<file path="src/rtl/minimum_computer_pkg.sv">
// rtl/minimum_computer_pkg.sv - shared counter width, trace FSM states and trace entry layout
package minimum_computer_pkg;

    localparam int COUNTER_WIDTH = 11;

    typedef enum logic [1:0] {
        IDLE  = 2'd0,
        PRIME = 2'd1,
        RUN   = 2'd2
    } trace_state_t;

    typedef struct packed {
        logic                     wrap;
        logic [COUNTER_WIDTH-1:0] value;
    } trace_entry_t;

endpackage

</file>
<file path="src/rtl/trace_fifo.sv">
// rtl/trace_fifo.sv - generic synchronous show-ahead FIFO with registered head and level
module trace_fifo #(
    parameter int DEPTH = 8,
    parameter int WIDTH = 12
) (
    input  logic                     clock,
    input  logic                     reset,
    input  logic                     push,
    input  logic [WIDTH-1:0]         push_data,
    input  logic                     pop,
    output logic [WIDTH-1:0]         head,
    output logic                     full,
    output logic                     empty,
    output logic [$clog2(DEPTH):0]   level
);

    localparam int AW = $clog2(DEPTH);

    logic [WIDTH-1:0] mem [DEPTH];
    logic [AW-1:0]    rd_ptr;
    logic [AW-1:0]    wr_ptr;
    logic [AW-1:0]    rd_next;
    logic [AW:0]      count;
    logic [AW:0]      count_next;
    logic [WIDTH-1:0] head_next;
    logic             do_push;
    logic             do_pop;

    assign full    = (count == (AW+1)'(DEPTH));
    assign empty   = (count == '0);
    assign level   = count;
    assign do_pop  = pop & ~empty;
    // a full FIFO still accepts a push when the head leaves in the same cycle
    assign do_push = push & (~full | do_pop);
    assign rd_next = do_pop ? rd_ptr + AW'(1) : rd_ptr;

    always_comb begin
        count_next = count;
        unique case ({do_push, do_pop})
            2'b10:   count_next = count + (AW+1)'(1);
            2'b01:   count_next = count - (AW+1)'(1);
            default: count_next = count;
        endcase
    end

    // head is registered so it holds the last shown entry once the FIFO drains
    always_comb begin
        head_next = head;
        if (count_next != '0) begin
            if (do_push && (rd_next == wr_ptr))
                head_next = push_data;
            else
                head_next = mem[rd_next];
        end
    end

    always_ff @(posedge clock) begin
        if (do_push)
            mem[wr_ptr] <= push_data;
    end

    always_ff @(posedge clock or posedge reset) begin
        if (reset) begin
            rd_ptr <= '0;
            wr_ptr <= '0;
            count  <= '0;
            head   <= '0;
        end else begin
            rd_ptr <= rd_next;
            if (do_push)
                wr_ptr <= wr_ptr + AW'(1);
            count <= count_next;
            head  <= head_next;
        end
    end

endmodule

</file>
<file path="src/rtl/counter_trace_buffer.sv">
// rtl/counter_trace_buffer.sv - records clock_counter changes into a FIFO; TRACE_DROP_COUNT_EN adds drop_count
module counter_trace_buffer
    import minimum_computer_pkg::*;
#(
    parameter int DEPTH         = 8,
    parameter int COUNTER_WIDTH = minimum_computer_pkg::COUNTER_WIDTH
) (
    input  logic                       clock,
    input  logic                       reset,
    input  logic [COUNTER_WIDTH-1:0]   counter_in,
    input  logic                       sample_enable,
    input  logic                       out_ready,
    output logic                       out_valid,
    output logic [COUNTER_WIDTH:0]     out_data,
    output logic [$clog2(DEPTH):0]     level,
    output logic                       overflow
`ifdef TRACE_DROP_COUNT_EN
    ,
    output logic [7:0]                 drop_count
`endif
);

    trace_state_t             state;
    trace_state_t             state_next;
    logic [COUNTER_WIDTH-1:0] last;
    logic                     capture;
    logic                     wrap;
    logic                     pop;
    logic                     drop;
    logic                     fifo_full;
    logic                     fifo_empty;
    trace_entry_t             entry;

    always_ff @(posedge clock or posedge reset) begin
        if (reset)
            state <= IDLE;
        else
            state <= state_next;
    end

    always_comb begin
        state_next = state;
        capture    = 1'b0;
        wrap       = 1'b0;
        if (!sample_enable) begin
            state_next = IDLE;
        end else begin
            unique case (state)
                IDLE:  state_next = PRIME;
                PRIME: begin
                    capture    = 1'b1;
                    state_next = RUN;
                end
                RUN: begin
                    capture = (counter_in != last);
                    wrap    = (counter_in < last);
                end
                default: state_next = IDLE;
            endcase
        end
    end

    assign entry.wrap  = wrap;
    assign entry.value = counter_in;
    assign out_valid   = ~fifo_empty;
    assign pop         = out_valid & out_ready;
    assign drop        = capture & fifo_full & ~pop;

    // last tracks capture attempts, so a dropped sample still suppresses its repeats
    always_ff @(posedge clock or posedge reset) begin
        if (reset) begin
            last     <= '0;
            overflow <= 1'b0;
        end else begin
            if (capture)
                last <= counter_in;
            if (drop)
                overflow <= 1'b1;
        end
    end

`ifdef TRACE_DROP_COUNT_EN
    always_ff @(posedge clock or posedge reset) begin
        if (reset)
            drop_count <= 8'd0;
        else if (drop && (drop_count != 8'hFF))
            drop_count <= drop_count + 8'd1;
    end
`endif

    trace_fifo #(
        .DEPTH (DEPTH),
        .WIDTH (COUNTER_WIDTH + 1)
    ) u_fifo (
        .clock     (clock),
        .reset     (reset),
        .push      (capture),
        .push_data (entry),
        .pop       (pop),
        .head      (out_data),
        .full      (fifo_full),
        .empty     (fifo_empty),
        .level     (level)
    );

endmodule

</file>
<file path="config.mk">
export PLATFORM = sky130hd
export DESIGN_NAME = counter_trace_buffer
export DESIGN_NICKNAME = d
export VERILOG_FILES = /design/src/rtl/minimum_computer_pkg.sv /design/src/rtl/trace_fifo.sv /design/src/rtl/counter_trace_buffer.sv
export SDC_FILE = /design/constraint.sdc
export NUM_CORES = 1
export LEC_CHECK = 0
export ABC_AREA = 0
export BUFFER_PORTS_ARGS = -buffer_cell sky130_fd_sc_hd__buf_4
export CORE_ASPECT_RATIO = 1.2
export CORE_MARGIN = 1
export CORE_UTILIZATION = 50
export CTS_CLUSTER_DIAMETER = 150
export CTS_CLUSTER_SIZE = 14
export DETAILED_ROUTE_END_ITERATION = 7
export GPL_ROUTABILITY_DRIVEN = 1
export PLACE_DENSITY = 0.65
export REMOVE_ABC_BUFFERS = 1
export SETUP_SLACK_MARGIN = 0.02
export SLEW_MARGIN = 15
export SYNTH_ARGS = -nofsm -noshare
export SYNTH_HDL_FRONTEND = slang
export SYNTH_HIERARCHICAL = 1
export SYNTH_SLANG_ARGS = --single-unit
</file>
<file path="constraint.sdc">
create_clock -name clock -period 5.4 [get_ports clock]
set_clock_uncertainty 0.15 [all_clocks]
set_input_delay 0.54 -clock clock [delete_from_list [all_inputs] [get_ports clock]]
set_output_delay 0.54 -clock clock [all_outputs]
set_load 0.05 [all_outputs]
</file>
==> impl_results.md <==
* WL final at 15,000 microns
* Number of CTS-inserted buffers at 17
* Hpwl dp at 9130 microns
* Tmin final at 4280 ps
* CP arrival at 4410 ps
* Vias in the first global route at 4,123
* Vias per cell at 6.11
* Mapped cell area at 6740 sq um
* Gr ovfl total at 0
* Post-layout instance area at 7820 sq um
* Ports at 33
* Asr flop ratio synth at 27.3%
* Final period util at 79.2%
* Worst slew pin tran at 1060 ps
* Die footprint at 14,000 sq um
* Die height at 129 microns
* Crit-path max FO at 18
* Clock Latency Late Sink at 410 ps
* Finished Core Util at 59.4%
* Setup crit end kind: register
* Endpoints failing setup at 0
* Cell row count at 46
* Share of post-route cells with drive strength above 1 at 34.9%
* # DRC at 0
* RSZ-0062 raised after global routing: no
* Post-Syn Instances at 437
* Fin Setup TNS at 0 ps
* Part of the Yosys area used for sequential elements at 56.1%
* Die Width at 108 microns
* Slew headroom at 29.3%
* DRT iter0 DRCs at 260
* Critical path launch point type: register
* #FFs+latches synth at 132
* Total power draw at 4.75 mW
* Worst min-delay path class: in2async
* Ys Warns at 6
* Place WS at 861 ps
* Status: complete, no violations
* Max Cap Viol at 0
* H-tree Lvls at 4
* Yosys top cell by area: edfxtp_1
* Finished Layout Cells at 655
* Ys flop type: edfxtp_1
* Gates resized, CTS repair at 0
* Critical path class: reg2reg
* First-pass GRT wire length at 23,000 microns
* DR WL/cell at 22.8 microns
* CTS tree: yes
* Cells after DPL at 623
* Pwr Density at 608 nW/um^2
* Max VDD drop at 0.396 mV
* Layout area overhead at 16.0%
* Number of diodes at 0
* Post-route setup slack at 1120 ps
* Worst endpoint required time at 5540 ps
* NumNets Final at 509
* Final ANT Viol Nets at 0
* Port Buf Inserts at 32
* Clock Path Buffers at 2
* Fin. Hold Viols at 0
* Fmax at 234 MHz
* Starting density of the core at 51.2%
* GPL Wtd Cong at 0.791
* Hold buffer count at cts at 0
* Count of cell types in the netlist at 58
* Via count at 3,999
* Maximum number of pins on one net before global-route repair at 31
* DP Area at 7210 sq um
* Slew Viols, Final at 0
* Clock transition at path regs at 60 ps
* Layout fillers at 1,005
* Area contributors post-synth: edfxtp_1 (43%), mux4_2 (15%), dfrtp_1 (13%)
* Most common cell after layout, fill and taps aside: edfxtp_1
* Most used cells in the layout excluding fill and tap cells: edfxtp_1 (96), mux4_2 (46), buf_4 (43)
* Yosys top cell area share at 42.8%
* CTS sink count at 132
* Placeable Area at 13,200 sq um
* Initial antenna violation count at 0
* EDFF count, synth at 96
* Cell at the root of the clock tree: clkbuf_16
* Fin Hold WS at 87.1 ps
* Post-CTS Setup Repair Bufs at 0
* Initial DRT Pass Iterations at 5
* All-Layer GR Usage at 23.4%
* Leak Pwr at 2.90 nW
* Syn_area_per_cell at 15.4 sq um
-- path summary, 6_finish.rpt --
kind / startpoint / slack [ps] / cells after the start / to
setup / recovery: last[6]$_DFFE_PP0P_ / 1120 / 15 / u_fifo/head[2]$_DFFE_PP0P_
hold / removal: reset / 90 / 2 / state[1]$_DFFE_PP0P_
setup reg to reg: last[6]$_DFFE_PP0P_ / 1120 / 15 / u_fifo/head[2]$_DFFE_PP0P_
hold reg to reg: overflow$_DFFE_PP0P_ / 310 / 1 / overflow$_DFFE_PP0P_
max in group asynchronous: reset / 4280 / 2 / u_fifo/level[2]$_DFF_PP0_
min in group clock: counter_in[10] / 240 / 1 / u_fifo/mem[5][10]$_DFFE_PP_
-- Yosys cell counts (7+ instances only) --
cell type,number
nand2_1,41
edfxtp_1,96
ha_1,19
mux4_2,46
dfrtp_1,36
inv_1,21
a21oi_1,16
nor2b_1,8
xnor2_1,7
clkbuf_1,7
mux2_2,19
nor2_1,9
buf_2,11
mux2_4,16
a32oi_1,9
nor3_1,8
-- critical path: stages (launching register included) --
cell and delay, ps:
dfrtp_1 350, inv_1 40, ha_1 280, nand4_1 170
o31a_1 340, o211a_4 340, nand2b_1 230, nor2_1 240
ha_1 310, a21oi_1 290, a21oi_1 130, a311o_1 330
a22o_1 230, nor2_2 100, buf_4 240, mux2_2 370
-- layout make-up --
cell class / instances / area [sq um] / share of cell area (%)
Clock buffer: 17 / 425 / 5.44
Clock inverter: 15 / 188 / 2.40
Inverter: 21 / 78.8 / 1.01
Multi-Input combinational cell: 258 / 2800 / 35.7
Sequential cell: 132 / 3780 / 48.4
Tap cell: 168 / 210 / 2.69
Timing Repair Buffer: 44 / 343 / 4.38
-- state kept, by name, summed over array words and instances, names as in the netlist --
signal and flops:
u_fifo/level 4, u_fifo/head 12, u_fifo/wr_ptr 3, u_fifo/rd_ptr 3
state 2, last 11, u_fifo/mem 96, overflow 1
-- routing by layer --
metal	track usage, %	wire (microns)	up-vias
met5	0	0	-
met4	9.91	292	0
met3	4.63	1010	23
met2	39.5	7840	127
met1	29.6	5820	2067
li1	-	-	1782
-- cells by family after synthesis --
group,count (synthesis),synth area share [%]
XOR/XNOR,11,1.67
adder cells (fa/ha/maj),20,3.82
AND/OR/NAND/NOR,87,6.12
AO/OA/AOI/OAI,53,5.92
buffers and inverters,47,3.34
flip-flops,132,56.1
multiplexers,87,23.0
-- power breakdown --
group	internal, mW	switching (mW)	total (mW)
sequential	1.24	0.135	1.38
combinational	1.06	1.13	2.19
clock	0.767	0.419	1.19
(Power assumes the default switching activity.)
